[src/rtl/axis_srl_fifo_pkg.sv]
// Shared definitions for the SRL-based AXI4-Stream FIFO.
package axis_srl_fifo_pkg;

  localparam int unsigned C_SRL_ADDR_WIDTH_DEFAULT = 5;

  // Handshake events seen by the controller in one cycle.
  typedef struct packed {
    logic push;
    logic pop;
    logic load;
  } axis_hs_evt_t;

  // Words held in total: SRL depth plus the output register.
  function automatic int unsigned srl_capacity(input int unsigned addr_width);
    return (32'd1 << addr_width) + 32'd1;
  endfunction

endpackage

[src/rtl/axis_srl_fifo_bitcell.sv]
// One-bit addressable shift register (SRL cell). Contents have no reset.
module axis_srl_fifo_bitcell
  import axis_srl_fifo_pkg::*;
#(
  parameter int unsigned C_ADDR_WIDTH = C_SRL_ADDR_WIDTH_DEFAULT
) (
  input  logic                    clk,
  input  logic                    ce,
  input  logic                    d,
  input  logic [C_ADDR_WIDTH-1:0] a,
  output logic                    q
);

  localparam int unsigned DEPTH = 2 ** C_ADDR_WIDTH;

  logic [DEPTH-1:0] r_sr;

  // Shift new bit into address 0 on enable.
  always_ff @(posedge clk) begin
    if (ce) begin
      r_sr <= {r_sr[DEPTH-2:0], d};
    end
  end

  assign q = r_sr[a];

endmodule

[src/rtl/axis_srl_fifo_ctrl.sv]
// AXI4-Stream FIFO controller over SRL storage with a registered output stage.
// Optional macro AXIS_SRL_FIFO_OCCUPANCY_EN adds the occupancy output port.
module axis_srl_fifo_ctrl
  import axis_srl_fifo_pkg::*;
#(
  parameter int unsigned C_WIDTH      = 8,
  parameter int unsigned C_ADDR_WIDTH = C_SRL_ADDR_WIDTH_DEFAULT
) (
  input  logic                      clk,
  input  logic                      aresetn,
  input  logic                      s_valid,
  output logic                      s_ready,
  input  logic [C_WIDTH-1:0]        s_data,
  output logic                      m_valid,
  input  logic                      m_ready,
  output logic [C_WIDTH-1:0]        m_data
`ifdef AXIS_SRL_FIFO_OCCUPANCY_EN
  ,
  output logic [C_ADDR_WIDTH+1:0]   occupancy
`endif
);

  localparam int unsigned DEPTH = 2 ** C_ADDR_WIDTH;
  localparam int unsigned CW    = C_ADDR_WIDTH + 1;
  localparam logic [CW-1:0] DEPTH_CNT = CW'(DEPTH);

  logic [CW-1:0]           r_count;
  logic                    r_s_ready;
  logic                    r_m_valid;
  logic [C_WIDTH-1:0]      r_m_data;

  axis_hs_evt_t            w_evt;
  logic [CW-1:0]           w_count_next;
  logic [C_ADDR_WIDTH-1:0] w_rd_addr;
  logic [C_WIDTH-1:0]      w_srl_q;

  // Decode handshake events and next occupancy of the SRL.
  always_comb begin
    w_evt      = '0;
    w_evt.push = s_valid & r_s_ready;
    w_evt.pop  = r_m_valid & m_ready;
    w_evt.load = (r_count != '0) & (~r_m_valid | m_ready);
    w_count_next = r_count + CW'(w_evt.push) - CW'(w_evt.load);
  end

  // Oldest word sits at count-1; at count == DEPTH the low bits wrap to DEPTH-1.
  assign w_rd_addr = r_count[C_ADDR_WIDTH-1:0] - C_ADDR_WIDTH'(1);

  for (genvar gi = 0; gi < int'(C_WIDTH); gi++) begin : g_bit
    axis_srl_fifo_bitcell #(
      .C_ADDR_WIDTH (C_ADDR_WIDTH)
    ) u_bitcell (
      .clk (clk),
      .ce  (w_evt.push),
      .d   (s_data[gi]),
      .a   (w_rd_addr),
      .q   (w_srl_q[gi])
    );
  end

  // Count, registered ready and output stage; read uses pre-shift SRL contents.
  always_ff @(posedge clk or negedge aresetn) begin
    if (!aresetn) begin
      r_count   <= '0;
      r_s_ready <= 1'b0;
      r_m_valid <= 1'b0;
      r_m_data  <= '0;
    end else begin
      r_count   <= w_count_next;
      r_s_ready <= (w_count_next != DEPTH_CNT);
      if (w_evt.load) begin
        r_m_valid <= 1'b1;
        r_m_data  <= w_srl_q;
      end else if (w_evt.pop) begin
        r_m_valid <= 1'b0;
      end
    end
  end

  assign s_ready = r_s_ready;
  assign m_valid = r_m_valid;
  assign m_data  = r_m_data;

`ifdef AXIS_SRL_FIFO_OCCUPANCY_EN
  assign occupancy = (C_ADDR_WIDTH + 2)'(r_count) + (C_ADDR_WIDTH + 2)'(r_m_valid);
`endif

endmodule

[config.mk]
export PLATFORM = sky130hd
export DESIGN_NAME = axis_srl_fifo_ctrl
export DESIGN_NICKNAME = d
export VERILOG_FILES = /design/src/rtl/axis_srl_fifo_pkg.sv /design/src/rtl/axis_srl_fifo_bitcell.sv /design/src/rtl/axis_srl_fifo_ctrl.sv
export SDC_FILE = /design/constraint.sdc
export NUM_CORES = 1
export LEC_CHECK = 0
export CORE_MARGIN = 4
export CORE_UTILIZATION = 56
export CTS_CLUSTER_DIAMETER = 50
export DETAILED_ROUTE_END_ITERATION = 10
export PLACE_DENSITY = 0.76
export SLEW_MARGIN = 15
export SYNTH_ARGS = -nofsm -noshare
export SYNTH_HDL_FRONTEND = slang
export SYNTH_SLANG_ARGS = --single-unit
[constraint.sdc]
create_clock -name clk -period 6 [get_ports clk]
set_input_delay 0.6 -clock clk [delete_from_list [all_inputs] [get_ports clk]]
set_output_delay 0.6 -clock clk [all_outputs]
set_load 0.005 [all_outputs]
==> results of run 1 <==
[power groups by stage]
stage               clock network [mW]  registers (mW)  logic, mW
finish                            1.59            2.88       2.48
global route                      1.72            2.93       2.69
CTS                               1.63            2.89       2.50
detailed placement                   0            2.92       2.47
global placement                     0            2.87       2.40
floorplan                            0            2.85       1.91
[Yosys cell counts (all sizes together) (2+ instances only)]
cell type and count:
nor4 8, nand2 19, nand4 2, buf 18, ha 13, xor2 3, nor2b 2, and3 8
nor3 8, nand2b 2, edfxtp 256, nand3 3, nor2 50, clkbuf 2, inv 13, a21oi 2
o22ai 16, xnor2 6, dfrtp 16, mux4 64
[stage by stage]
stage	power [mW]	instance area [sq um]	setup slack, ns
finish	6.957	12090	2.220
global route	7.345	12090	2.017
floorplan	4.764	10770	1.080
detailed placement	5.394	11230	2.224
global placement	5.270	11230	2.349
CTS	7.016	12090	2.241
[cells in the final DEF (no fill, tap or decap), types with 12 or more instances in the layout]
master	instances
clkbuf_16	28
clkdlybuf4s50_1	21
dfrtp_1	15
edfxtp_1	256
ha_1	12
inv_1	12
mux4_2	53
nand2_1	19
nor2_1	50
o22ai_1	16
[per-layer routing]
metal | share of wire | vias up | track usage
met5 | 0 | - | 0
met4 | 0.025 | 0 | 0.05927
met3 | 0.058 | 37 | 0.03507
met2 | 0.48 | 168 | 0.2849
met1 | 0.44 | 2623 | 0.2599
li1 | - | 2215 | -
[worst register-to-register path, cell delays in order (launching register included)]
cell and delay [ns]:
dfrtp_1 0.58, inv_1 0.21, ha_1 0.26, nand3_1 0.10
nand2_1 0.11, inv_1 0.40, ha_1 0.24, inv_1 0.08
ha_1 0.28, a21o_1 0.17, a21oi_1 0.30, xor2_1 0.13
or4_1 0.42, or3b_1 0.38
[sequential cells by signal, indices dropped and copies added, names as in the netlist]
signal and cells:
m_data 8, m_valid 1, s_ready 1, r_count 6, g_bit.u_bitcell.r_sr 256
[worst min path at each step]
stage	startpoint	to	slack, ns	cells past startpoint
5_1_grt	g_bit[1].u_bitcell.r_sr[14]$_DFFE_PP_	g_bit[1].u_bitcell.r_sr[15]$_DFFE_PP_	0.44	0
4_1_cts	g_bit[1].u_bitcell.r_sr[14]$_DFFE_PP_	g_bit[1].u_bitcell.r_sr[15]$_DFFE_PP_	0.44	0
2_1_floorplan	aresetn	m_data[0]$_DFFE_PN0P_	0.30	0
3_5_place_dp	g_bit[0].u_bitcell.r_sr[14]$_DFFE_PP_	g_bit[0].u_bitcell.r_sr[15]$_DFFE_PP_	0.42	0
3_3_place_gp	g_bit[0].u_bitcell.r_sr[14]$_DFFE_PP_	g_bit[0].u_bitcell.r_sr[15]$_DFFE_PP_	0.42	0
6_report	g_bit[1].u_bitcell.r_sr[14]$_DFFE_PP_	g_bit[1].u_bitcell.r_sr[15]$_DFFE_PP_	0.44	0
[area by class of cell]
class / count / share of cell area
Sequential cell: 272 / 0.6695
Multi-Input combinational cell: 220 / 0.2072
Clock buffer: 35 / 0.06181
Tap cell: 260 / 0.02692
Timing Repair Buffer: 26 / 0.02153
Clock inverter: 17 / 0.008697
Inverter: 13 / 0.004348
[logic make-up after synthesis]
logic type / share of synthesized area
flip-flops: 0.7515
AND/OR/NAND/NOR: 0.04895
multiplexers: 0.1378
buffers and inverters: 0.01884
AO/OA/AOI/OAI: 0.01791
adder cells (fa/ha/maj): 0.01698
XOR/XNOR: 0.008023
==> impl_metrics.tcl, run 1 <==
set metrics [dict create \
    drtAntennaViolNets 0 \
    multiInputGateArea_sq_um 2504 \
    stdcell_count 843 \
    synth.area.top_cells "edfxtp_1 (71%), mux4_2 (11%), dfrtp_1 (3.7%), mux4_1 (2.7%), nor2_1 (1.7%)" \
    hold_class "register to register" \
    ios 22 \
    fillers 1254 \
    yosys_warnings 0 \
    slowest_stage "dfrtp_1" \
    yosysTopAreaCell "edfxtp_1" \
    hold_slack_ns 0.4385 \
    seq_power_share 0.415 \
    finalCritPeriodShare 0.6299 \
    synth_edf_count 256 \
    avgSynthCellArea_sq_um 20.50 \
    cts.repair.resized 0 \
    routed_wl_um 18860 \
    wl_per_cell_um 22.38 \
    die_w_um 146.6 \
    worstSetupPathType "register to register" \
    clock-sinks 272 \
    grt_pass1_vias 5379 \
    synth_sequential_area_ratio 0.7515 \
    drt_pass1_iterations 5 \
    drive_above_1_share 0.2024 \
    antenna_found_initial 0 \
    rsz0062_at_grt "no" \
    final_util 0.6418 \
    grt_overflow_total 0 \
    finalSetupViolations 0 \
    cts_tree "built" \
    hold_buffers 0 \
    clkPwrFrac 0.229 \
    synth_top_area_share 0.7143 \
    seqCellArea_sq_um 8092 \
    syn_nets 551 \
    clk_path_buf_depth 3 \
    clk_pin_slew_ns 0.06 \
    p_leak_nw 4.162 \
    dr.first_iter.drc_count 521 \
    place_hpwl_um 10780 \
    cp-start-kind "register" \
    ir_drop_mv 0.3581 \
    critPathMaxFanout 12 \
    syn_area_sq_um 10760 \
    finalNetCount 587 \
    maxSlewHeadroom 0.2395 \
    rrSetupSlack_ns 2.22 \
    p_int_mw 4.672 \
    worst_ep_required_time_ns 6.42 \
    arrival_ns 4.20 \
    port_buffers 21 \
    endpoint "s_ready$_DFF_PN0_" \
    vias 5043 \
    r2r_start "r_count[2]$_DFF_PN0_" \
    hold_violations 0 \
    synth_seq_cells 272 \
    gp_congestion 0.7755 \
    p_switching_mw 2.285 \
    pwr_density_cell_nw_per_um2 575.7 \
    path_buf_inv 3 \
    dpl.cell_count 791 \
    ys_types 41 \
    start_util 0.5715 \
    die_height_um 146.6 \
    fmaxAchievable_ghz 0.2646 \
    track_usage 0.1807 \
    grt_pass1_wl_um 30440 \
    reg2reg_depth 13 \
    rows 50 \
    htree_num_levels 1 \
    status "finished, final reports clean" \
    area_growth_pct 12.30 \
    dieArea_sq_um 21500 \
    tns_ns 0 \
    crit_family "simple AND/OR/NAND/NOR gates" \
    path_cells "inv_1, ha_1, nand3_1, nand2_1, inv_1, ha_1, inv_1, ha_1, a21o_1, a21oi_1, xor2_1, or4_1, or3b_1" \
    max_slew.worst_pin.slew_ns 1.141 \
    grt_max_degree 185 \
    crit_path_start "r_count[2]$_DFF_PN0_" \
    core_area_sq_um 18830 \
    critPathMaxStageDelay_ns 0.58 \
    synth_ff_type "edfxtp_1" \
    comb_power_share 0.356 \
    num_antenna_cells 0 \
    cp.depth 13 \
    rr_endpoint "s_ready$_DFF_PN0_" \
    p_sw_frac 0.3284 \
    fin_crit_ns 3.780 \
    drv_slew 0 \
    clock_latency_ns 0.54 \
    cts_buffers 28 \
    post_cts_buffers 0 \
    drc 0 \
    syn_inst 525 \
    viasPerCell 5.982 \
    cp-end-kind "register" \
    cts_root_buf "clkbuf_16" \
    async_reset_ff_frac 0.05882 \
    clock-skew-final_ns 0.01667 \
    maxCapViolCount 0 \
]
Note: power is estimated with default switching activity, not from simulation.
==> inputs of run 2 (changes only) <==
- clock period: 6 -> 3.3 ns (I/O delays scaled with it)
==> run 2 against run 1 <==
  * Total power rose by 86%
  * First-iteration DRC count down 12%
  * Sequential power increased by 81%
  * Cell count increased by 1.7%
  * Clock power increased by 91%
  * Critical path depth shrank 2
  * Non-clock buffer count up 12
  * Via count grew 2.8%
  * Utilization increased by 0.99 points
  * Final area is 1.5% higher
  * Critical endpoint unchanged
  * Die area unchanged
  * Worst hold slack worse by 0.11 ns
==> impl_metrics.tcl, run 2 (same netlist as run 1, synthesis figures left out) <==
set metrics [dict create \
    status "finished, final reports clean" \
    rr_endpoint "s_ready$_DFF_PN0_" \
    grt_overflow_total 0 \
    rows 50 \
    core_area_sq_um 18830 \
    crit_path_start "r_count[3]$_DFF_PN0_" \
    p_leak_nw 4.232 \
    rrSetupSlack_ns 0.16 \
    maxSlewHeadroom 0.3571 \
    drtAntennaViolNets 0 \
    place_hpwl_um 11300 \
    worstSetupPathType "register to register" \
    drt_pass1_iterations 5 \
    slowest_stage "or4_1" \
    area_growth_pct 14.03 \
    clk_pin_slew_ns 0.06 \
    cp_common_cell "ha_1" \
    fin_area_sq_um 12270 \
    reg2reg_depth 11 \
    cp-end-kind "register" \
    finalCritPeriodShare 0.9525 \
    drv_slew 0 \
    ir_drop_mv 0.5697 \
    start_util 0.5715 \
    wl_per_cell_um 22.64 \
    path_cells "inv_2, ha_1, nand3_1, nand2_1, inv_1, ha_1, inv_1, ha_1, fa_2, or4_1, or3b_1" \
    maxCapViolCount 0 \
    grt_pass1_vias 5496 \
    fin_crit_ns 3.143 \
    post_cts_buffers 0 \
    critPathMaxFanout 5 \
    max_slew.worst_pin.slew_ns 0.9614 \
    cts_tree "built" \
    largest_reg_flops 256 \
    final_common_cell "edfxtp_1" \
    port_buffers 21 \
    grt_max_degree 80 \
    fmaxAchievable_ghz 0.3182 \
    cts_root_buf "clkbuf_16" \
    track_usage 0.1847 \
    antenna_found_initial 0 \
    cp-start-kind "register" \
    routed_wl_um 19410 \
    drc 0 \
    finalNetCount 600 \
    dpl_worst_slack_ns 0.1318 \
    clock-skew-final_ns 0.02072 \
    place_area_sq_um 11370 \
    die_height_um 146.6 \
    clock_latency_ns 0.54 \
    pwr_density_cell_nw_per_um2 1054 \
    num_antenna_cells 0 \
    htree_num_levels 1 \
    final_util 0.6517 \
    setup_ws_ns 0.1568 \
    vias 5183 \
    r2r_start "r_count[3]$_DFF_PN0_" \
    finalSetupViolations 0 \
    regMostFlops "g_bit.u_bitcell.r_sr" \
    clk_path_buf_depth 3 \
    cts_buffers 29 \
    rsz0062_at_grt "no" \
    dr.first_iter.drc_count 458 \
    dieArea_sq_um 21500 \
    ios 22 \
    grt_pass1_wl_um 31240 \
    tns_ns 0 \
    worst_ep_required_time_ns 3.70 \
    hold_buffers 0 \
    final_cell_mix "edfxtp_1 (256), mux4_2 (53), nor2_1 (50)" \
    hold_violations 0 \
    die_w_um 146.6 \
    drive_above_1_share 0.2194 \
    gp_congestion 0.7751 \
    viasPerCell 6.048 \
    hold_class "input pin to asynchronous set/reset pin" \
    critPathMaxStageDelay_ns 0.55 \
    arrival_ns 3.55 \
    clock-sinks 272 \
]
## run 2: cell types whose count changed in the layout (fill, tap and decap cells not counted), sizes merged
| cell | change |
|---|---|
| clkinvlp | +4 |
| clkinv | -8 |
| inv | -1 |
| bufinv | +1 |
| clkbuf | +6 |
| buf | +12 |
## run 2: repair_timing
item                                    in CTS  in global routing
hold endpoints to repair                     0                  0
resized for setup                            0                  2
endpoints found under the setup margin       0                  1
## run 2: worst max-delay path by stage
stage                                                end  slack [ns]  cells past startpoint
detailed placement                     s_ready$_DFF_PN0_        0.13                     12
finish                                 s_ready$_DFF_PN0_        0.16                     11
CTS                                    s_ready$_DFF_PN0_        0.12                     12
global placement                       s_ready$_DFF_PN0_        0.23                     10
global route                           s_ready$_DFF_PN0_        0.02                     12
floorplan           g_bit[0].u_bitcell.r_sr[0]$_DFFE_PP_       -1.38                      2
## run 2: through the flow
stage / power [mW] / hold WS, ns / std cells
finish: 12.93 / 0.3259 / 857
global route: 13.65 / 0.3250 / 857
CTS: 13.04 / 0.3078 / 857
detailed placement: 9.955 / 0.4291 / 803
global placement: 9.737 / 0.4239 / 803
floorplan: 8.667 / 0.03441 / 525
## run 2: cell type report
type | instances | area [sq um]
fillers | 1208 | 6559
clock inverters | 13 | 100.1
clock buffers | 41 | 800.8
multi-input cells | 220 | 2501
repair buffers | 38 | 400.4
flip-flops and latches | 272 | 8092
well taps | 260 | 325.3
inverters | 13 | 52.55
## run 2: layer usage
layer | GRT usage | vias to the layer above | routed length [um]
met4 | 0.04939 | 0 | 343
met5 | 0 | - | 0
met3 | 0.03259 | 31 | 1006
li1 | - | 2243 | -
met2 | 0.2897 | 165 | 9539
met1 | 0.2741 | 2744 | 8515
## run 2: worst max-delay path: cells and delay by family (launching register included)
kind	cells	cell delay, ns
adder cells (fa/ha/maj)	4	1.14
AND/OR/NAND/NOR	4	1.16
flip-flops	1	0.44
buffers and inverters	3	0.29
## run 2: power breakdown
group	switching, mW	internal [mW]
Clock	1.27	1.77
Combinational	2.50	2.17
Sequential	0.398	4.83
Total	4.17	8.77
==> inputs of run 3 (changes only) <==
- ABC_AREA: not set -> 1
- CORE_MARGIN: 4 -> not set
- GPL_ROUTABILITY_DRIVEN: not set -> 0
==> run 3 against run 2 <==
  * Total power is 11% higher
  * Worst hold slack worse by 0.052 ns
  * Worst setup slack better by 0.36 ns
  * Sequential power is 1% higher
  * Sequential cell count stayed put
  * Critical path depth is 4 higher
  * Final area is 6.7% higher
  * Non-clock buffer count is 4 higher
  * Global-route usage is 3.1 points higher
  * Clock skew is 0.0064 ns lower
  * Via count is 41% higher
==> impl_metrics.tcl, run 3 <==
set metrics [dict create \
    post_cts_buffers 0 \
    final_util 0.6472 \
    maxSlewHeadroom 0.3315 \
    synth_top_area_share 0.6659 \
    ys_types 24 \
    yosys_warnings 0 \
    hold_class "input pin to asynchronous set/reset pin" \
    place_area_sq_um 12050 \
    syn_nets 1087 \
    cts_tree "built" \
    drt_pass1_iterations 5 \
    yosysMostFrequentCell "nand2_1" \
    grt_busiest_layer "met2" \
    synth_fa_ha_area_frac 0.01582 \
    cp-start-kind "register" \
    port_buffers 21 \
    clk_pin_slew_ns 0.07 \
    ios 22 \
    finalCritPeriodShare 0.8432 \
    hold_violations 0 \
    met3_usage 0.03386 \
    fmaxAchievable_ghz 0.3594 \
    synth_seq_cells 272 \
    drc 0 \
    drive_above_1_share 0.06859 \
    viasPerCell 5.310 \
    cts_root_buf "clkbuf_16" \
    grt_overflow_total 0 \
    power_mw 14.31 \
    hold_buffers 0 \
    async_reset_ff_frac 0.05882 \
    synth_common_cells "nand2_1 (353), edfxtp_1 (256), nand3_1 (203), inv_1 (127), buf_2 (34)" \
    yosys-mux-area-fraction 0 \
    synth_xor_area_frac 0.004443 \
    synth_compound_area_frac 0.005527 \
    clock-skew-final_ns 0.01427 \
    yosysTopAreaCell "edfxtp_1" \
    status "finished, final reports clean" \
    final_common_cell "nand2_1" \
    worstSetupPathType "register to register" \
    cp-end-kind "register" \
    clock_latency_ns 0.54 \
    ir_drop_mv 0.6399 \
    num_antenna_cells 0 \
    grt_max_degree 112 \
    regMostFlops "g_bit.u_bitcell.r_sr" \
    clock-sinks 272 \
    synth.area.top_cells "edfxtp_1 (67%), nand2_1 (11%), nand3_1 (8.8%), inv_1 (4.1%), dfrtp_1 (3.5%)" \
    clk_path_buf_depth 3 \
    use_met2 0.3498 \
    drtAntennaViolNets 0 \
    die_height_um 145.6 \
    area_growth_pct 13.43 \
    worst_ep_required_time_ns 3.72 \
    synth_top_family_by_area "simple AND/OR/NAND/NOR gates" \
    largest_reg_flops 256 \
    dr.first_iter.drc_count 796 \
    syn_area_sq_um 11540 \
    fin_crit_ns 2.783 \
    syn_inst 1061 \
    critPathMaxFanout 6 \
    rsz0062_at_grt "no" \
    rows 52 \
    finalNetCount 1111 \
    final_cell_mix "nand2_1 (352), edfxtp_1 (256), nand3_1 (203)" \
    arrival_ns 3.20 \
    dieArea_sq_um 21190 \
    track_usage 0.2155 \
    met1_usage 0.3041 \
    start_util 0.5706 \
    antenna_found_initial 0 \
    htree_num_levels 1 \
    synth_sequential_area_ratio 0.7006 \
    synthSimpleGateAreaFrac 0.2101 \
    core_area_sq_um 20230 \
    vias 7317 \
    cts_buffers 29 \
    fin_area_sq_um 13100 \
    pwr_density_cell_nw_per_um2 1093 \
    synth_edf_count 256 \
    wl_per_cell_um 16.11 \
    max_slew.worst_pin.slew_ns 1.003 \
    cts.repair.resized 0 \
    die_w_um 145.6 \
    place_hpwl_um 12270 \
    p_leak_nw 5.531 \
    grt_pass1_wl_um 36630 \
    finalSetupViolations 0 \
    avgSynthCellArea_sq_um 10.88 \
    grt_pass1_vias 7228 \
    drv_slew 0 \
    synth_ff_type "edfxtp_1" \
    maxCapViolCount 0 \
    routed_wl_um 22200 \
]
## run 3: cell types whose count changed after synthesis, sizes merged, moves of 8 or more
cell,previous run,this run
nand2,19,354
nand3,3,203
inv,13,131
mux4,64,0
nor2,50,18
buf,18,42
o22ai,16,0
and3,8,0
nor4,8,0
## run 3: final cells by class
| class | instances | area [sq um] |
|---|---|---|
| clock buffer | 31 | 733.2 |
| clock inverter | 23 | 309.0 |
| fill | 1495 | 7139 |
| inverter | 132 | 501.7 |
| multi-input combinational | 608 | 2729 |
| sequential | 272 | 8092 |
| tap | 270 | 337.8 |
| timing repair buffer | 42 | 392.9 |
## run 3: per-stage QoR
stage          cells  setup TNS, ns  hold slack (ns)  setup slack (ns)
6_report        1378              0           0.2734            0.5174
5_1_grt         1378              0           0.3236            0.2934
3_5_place_dp    1324              0           0.4317            0.5362
4_1_cts         1378              0           0.2805            0.5245
3_3_place_gp    1324              0           0.4225            0.6120
2_1_floorplan   1061        -353.90          0.03441            -1.382
## run 3: cells by family (layout without fill, tap and decap cells)
kind of cell / count (synthesis) / count (layout)
AO/OA/AOI/OAI: 12 / 12
adder cells (fa/ha/maj): 14 / 14
AND/OR/NAND/NOR: 577 / 577
buffers and inverters: 181 / 228
XOR/XNOR: 5 / 5
flip-flops: 272 / 272
## run 3: worst paths after layout
check	endpoint	cells past startpoint	from	slack [ns]
setup / recovery	s_ready$_DFF_PN0_	15	r_count[2]$_DFF_PN0_	0.52
hold / removal	m_data[3]$_DFFE_PN0P_	1	aresetn	0.27
setup reg to reg	s_ready$_DFF_PN0_	15	r_count[2]$_DFF_PN0_	0.52
hold reg to reg	g_bit[3].u_bitcell.r_sr[25]$_DFFE_PP_	0	g_bit[3].u_bitcell.r_sr[24]$_DFFE_PP_	0.45
max in group asynchronous	r_count[0]$_DFF_PN0_	1	aresetn	2.41
min in group clk	g_bit[0].u_bitcell.r_sr[0]$_DFFE_PP_	1	s_data[0]	0.34
## run 3: report_power, final
group	switching, mW	total [mW]	leakage [nW]	internal, mW
clock network	1.34	3.51	0.505	2.17
registers	0.402	5.28	2.69	4.88
logic	3.74	5.52	2.34	1.77
total	5.49	14.3	5.53	8.82
## run 3: per-layer routing
metal	vias to the layer above	wire [um]
met2	207	10700
met4	0	524
met5	-	0
met3	38	1106
met1	3488	9868
li1	3584	-
## run 3: worst max-delay path: stages, from the launching register on
cell,delay [ns]
dfrtp_1,0.39
inv_1,0.17
ha_1,0.21
nand3_1,0.09
nand2_1,0.08
clkinv_1,0.08
ha_1,0.27
inv_1,0.04
ha_1,0.22
fa_1,0.44
a21oi_1,0.17
o21bai_1,0.09
xor2_1,0.19
nand2_1,0.07
nor2_1,0.09
nand2_1,0.06
==> RTL change 1 (flow settings as in run 2) <==
The parameter `C_WIDTH` goes from 8 to 12.
--- a/src/rtl/axis_srl_fifo_ctrl.sv
+++ b/src/rtl/axis_srl_fifo_ctrl.sv
@@ -5,3 +5,3 @@
 #(
-  parameter int unsigned C_WIDTH      = 8,
+  parameter int unsigned C_WIDTH      = 12,
   parameter int unsigned C_ADDR_WIDTH = C_SRL_ADDR_WIDTH_DEFAULT
Interface: changed (resized m_data and s_data); port bits go from 22 to 30. No check against the original RTL was run, so the function may have changed too.
==> RTL change 1 against run 2 <==
Sequential cell count grew 132; power grew 50%; clock power grew 54%; wire length grew 52%; via count grew 45%; core utilization shrank 0.37 points; final area grew 47%; worst setup slack lost 46 ps; critical path type unchanged; synthesized area grew 46%; critical endpoint unchanged; sequential power grew 49%.
==> RTL change 1: results (changes against run 2) <==
| Metric | Value |
|---|---|
| Total track usage | `19.2% (was 18.5%)` |
| GRT met2 Usage | `32.1% (was 29.0%)` |
| Largest net degree at the start of global routing | `136 (was 80)` |
| Synth top area share | `73.3% (was 71.4%)` |
| Adder-cell share of the synthesized area | `1.16% (was 1.70%)` |
| Slack of the worst reg-to-reg path | `110 ps (was 160 ps)` |
| Critical path arrival | `3590 ps (was 3550 ps)` |
| Vias | `7492 (was 5183)` |
| Num CTS Buffers | `40 (was 29)` |
| M1 WL | `11800 µm (was 8520 µm)` |
| Multi-input combinational area share | `19.3% (was 20.4%)` |
| Synth Net Count | `786 (was 551)` |
| Synth Area in Compound Gates | `1.50% (was 1.79%)` |
| Number of global-route vias before repair | `8022 (was 5496)` |
| Wirelength per Cell | `23.9 µm (was 22.6 µm)` |
| Pwr dens | `1080 nW/µm² (was 1050 nW/µm²)` |
| Pre-CTS WS | `103 ps (was 132 ps)` |
| Multiplexer area fraction after synthesis | `13.8% (about the same)` |
| Fin Clk Skew | `28.7 ps (was 20.7 ps)` |
| Peak supply drop | `0.000556 V (was 0.000570 V)` |
| Vias per cell | `6.10 (was 6.05)` |
| Synth area leaders | `edfxtp_1, mux4_2, dfrtp_1 (unchanged)` |
| Top fanout value on the critical path | `4 (was 5)` |
| Clk_buf instances | `59 (was 41)` |
| Clock buffers and inverters, area share | `7.59% (was 7.34%)` |
| Layout net count | `849 (was 600)` |
| Input/output buffers | `29 (was 21)` |
| Dpl hpwl | `16800 µm (was 11300 µm)` |
| Multi-In Gates | `304 (was 220)` |
| Area delta synth->final | `14.4% (was 14.0%)` |
| Met1 GRT Util | `26.1% (was 27.4%)` |
| Distinct cells, synth | `39 (was 41)` |
| Seq area share | `66.9% (was 65.9%)` |
| Fin Hold WS | `332 ps (was 326 ps)` |
| Status | `finished, final reports clean (unchanged)` |
| Fill cells | `1805 (was 1208)` |
| DR iter-0 viols | `716 (was 458)` |
| Slew of the pin with the lowest slew margin | `1100 ps (was 961 ps)` |
| Max reg flops | `384 (was 256)` |
| Seq/Total Area, Yosys | `76.5% (was 75.2%)` |
| Signal buffers | `56 (was 38)` |
| Number of synthesized flops with an enable pin | `384 (was 256)` |
| Leak pwr | `0.00614 µW (was 0.00423 µW)` |
| Psw | `6230 µW (was 4170 µW)` |
| Post-Synth XOR/XNOR Area | `0.549% (was 0.802%)` |
| H-tree lvl count | `2 (was 1)` |
| Placed insts | `1153 (was 803)` |
| Met2 wire len | `14900 µm (was 9540 µm)` |
RTL change 1: worst register-to-register path, delay by kind of cell, from the launching register on:
| kind | cells | cell delay [ps] |
|---|---|---|
| AND/OR/NAND/NOR | 4 | 1220 |
| adder cells (fa/ha/maj) | 4 | 1090 |
| buffers and inverters | 3 | 270 |
| flip-flops | 1 | 500 |
RTL change 1: worst paths after layout:
kind / start / end / depth (start not counted)
worst min register to register: g_bit[3].u_bitcell.r_sr[15] / g_bit[3].u_bitcell.r_sr[16] / 0
worst min-delay path: aresetn / m_data[8] / 2
min in group clk: s_data[10] / g_bit[10].u_bitcell.r_sr[0] / 1
worst max register to register: r_count[0] / s_ready / 11
max in group asynchronous: aresetn / r_count[0] / 2
worst max-delay path: r_count[0] / s_ready / 11
RTL change 1: repair_timing:
| item | 4_1_cts | 5_1_grt |
|---|---|---|
| endpoints found under the setup margin | 0 | 1 |
| resized for setup | 0 | 2 |
| hold endpoints to repair | 0 | 20 |
| hold buffers | 0 | 1 |
==> RTL change 2 (config.mk and constraints of run 2) <==
Made on the original files. Reset style: synchronous (`aresetn`), changed in one clocked block.
--- a/src/rtl/axis_srl_fifo_ctrl.sv
+++ b/src/rtl/axis_srl_fifo_ctrl.sv
@@ -61,3 +61,3 @@
   // Count, registered ready and output stage; read uses pre-shift SRL contents.
-  always_ff @(posedge clk or negedge aresetn) begin
+  always_ff @(posedge clk) begin
     if (!aresetn) begin
Function: differs if aresetn is asserted again (counterexample within 4 cycles, from zero or initial values and one cycle with aresetn low); with aresetn held inactive, the same outputs for 10 cycles.
==> RTL change 2 against run 2 <==
Worst setup slack better by 190 ps; power is 15% lower; global-route usage is 0.99 points lower; highest routed layer unchanged; sequential cell count stayed put; core utilization is 0.67 points lower; non-clock buffer count is 2 lower; final area is 1.7% lower; synthesized area is 1.3% lower; wire length is 7.6% lower.
==> RTL change 2: results (changes against run 2) <==
| Metric | Value |
|---|---|
| Status | `finished, final reports clean (unchanged)` |
| Post-CTS Setup Repair Bufs | `0 (unchanged)` |
| Hold Crit Class | `primary input to flop (was primary input to async pin)` |
| Met1 GRT Util | `26.1% (was 27.4%)` |
| Vias per cell | `6.08 (was 6.05)` |
| Synth Net Count | `545 (was 551)` |
| Commonest cells in the netlist | `edfxtp_1, mux4_2, nand2_1 (was edfxtp_1, mux4_2, nor2_1)` |
| Placed insts | `766 (was 803)` |
| Critical path arrival | `3360 ps (was 3550 ps)` |
| Peak supply drop | `0.000513 V (was 0.000570 V)` |
| Reg2reg end | `s_ready (unchanged)` |
| Relative slew slack | `51.2% (was 35.7%)` |
| Pre-CTS WS | `362 ps (was 132 ps)` |
| P_comb | `3560 µW (was 4680 µW)` |
| Layout net count | `587 (was 600)` |
| Distinct cells, synth | `37 (was 41)` |
| Seq. pwr | `4430 µW (was 5220 µW)` |
| Top FF cell, synth | `edfxtp_1 (unchanged)` |
| Num CTS Buffers | `27 (was 29)` |
| Async set-reset flop share out of synthesis | `0% (was 5.88%)` |
| Largest net degree at the start of global routing | `67 (was 80)` |
| Wirelength per Cell | `22.0 µm (was 22.6 µm)` |
| Dpl hpwl | `10500 µm (was 11300 µm)` |
| Clock latency at the later pin of the worst-skew pair | `510 ps (was 540 ps)` |
| Worst R2R Start | `r_count[2] (was r_count[3])` |
| H-tree lvl count | `1 (unchanged)` |
| Top fanout value on the critical path | `5 (unchanged)` |
| Initial antenna violation count | `0 (unchanged)` |
| Global-route wire length before repair | `29900 µm (was 31200 µm)` |
| GP Congestion | `0.776 (was 0.775)` |
| Slack of the worst reg-to-reg path | `340 ps (was 160 ps)` |
| Post-route insts no fill | `814 (was 857)` |
| Seq/Total Area, Yosys | `75.4% (was 75.2%)` |
| Internal power | `7690 µW (was 8770 µW)` |
| Synth area leaders | `edfxtp_1, mux4_2, dfxtp_1 (was edfxtp_1, mux4_2, dfrtp_1)` |
| Hold Startpoint | `s_data[2]` |
| Syn_area_per_cell | `20.5 µm² (about the same)` |
| Number of global-route vias before repair | `5333 (was 5496)` |
| Leak pwr | `0.00398 µW (was 0.00423 µW)` |
| Input/output buffers | `21 (unchanged)` |
| Met3 Resource Use GR | `2.62% (was 3.26%)` |
| Layout cells sized above 1 | `21.7% (was 21.9%)` |
| Total track usage | `17.5% (was 18.5%)` |
| R2R depth | `13 (was 11)` |
| Yosys warnings | `0 (unchanged)` |
| Fin Clk Skew | `8.67 ps (was 20.7 ps)` |
| Fin Hold WS | `377 ps (was 326 ps)` |
| DR iter-0 viols | `544 (was 458)` |
| GRT met2 Usage | `27.5% (was 29.0%)` |
| Syn Std Cell Area | `10600 µm² (was 10800 µm²)` |
RTL change 2: cell count changes in the layout (fill, tap and decap cells not counted), moves of 9 or more:
cell | run 2 | this run
nor2_1 | 50 | 0
nand2_1 | 18 | 49
o22ai_1 | 16 | 0
dfrtp_1 | 15 | 0
dfxtp_1 | 0 | 14
mux4_1 | 11 | 0
mux4_2 | 53 | 64
o21ai_0 | 0 | 9
RTL change 2: worst max-delay path: stages, from the launching register on:
cell,delay [ps]
dfxtp_1,380
inv_1,190
ha_1,210
nand3_1,150
nand2b_2,160
inv_1,70
ha_1,270
inv_1,40
ha_1,220
fa_1,450
a21oi_1,130
o21ai_0,100
xor2_1,160
o31a_1,300
RTL change 2: how the worst max path moves through the flow:
stage	start	to	slack [ps]	depth (start not counted)
final	r_count[2]	s_ready	340	13
after global routing	r_count[2]	s_ready	170	13
after CTS	r_count[2]	s_ready	350	13
after detailed placement	m_ready	s_ready	360	12
after global placement	m_ready	s_ready	440	12
after floorplan	s_ready	g_bit[0].u_bitcell.r_sr[0]	-1300	2
RTL change 2: layout make-up:
cell class,instances,area [µm²]
sequential,272,8010
fill,1181,6640
multi-input combinational,212,2450
clock buffer,41,778
timing repair buffer,36,373
tap,234,293
clock inverter,7,110
inverter,12,48.8
RTL change 2: routing by layer:
metal	share of wire (%)	wire (µm)
met1	44	7860
met4	2.3	413
met2	48	8660
met5	0	0
met3	5.5	991
RTL change 2: cell families (layout without fill, tap and decap cells):
kind of cell,after synthesis,count (layout),share of synthesized area [%]
mux,72,72,14.3
buf+inv,35,96,1.84
simple gates,81,81,3.53
compound gates,37,37,2.51
xor+xnor,8,8,0.660
fa+ha+maj,14,14,1.72
flops,272,272,75.4
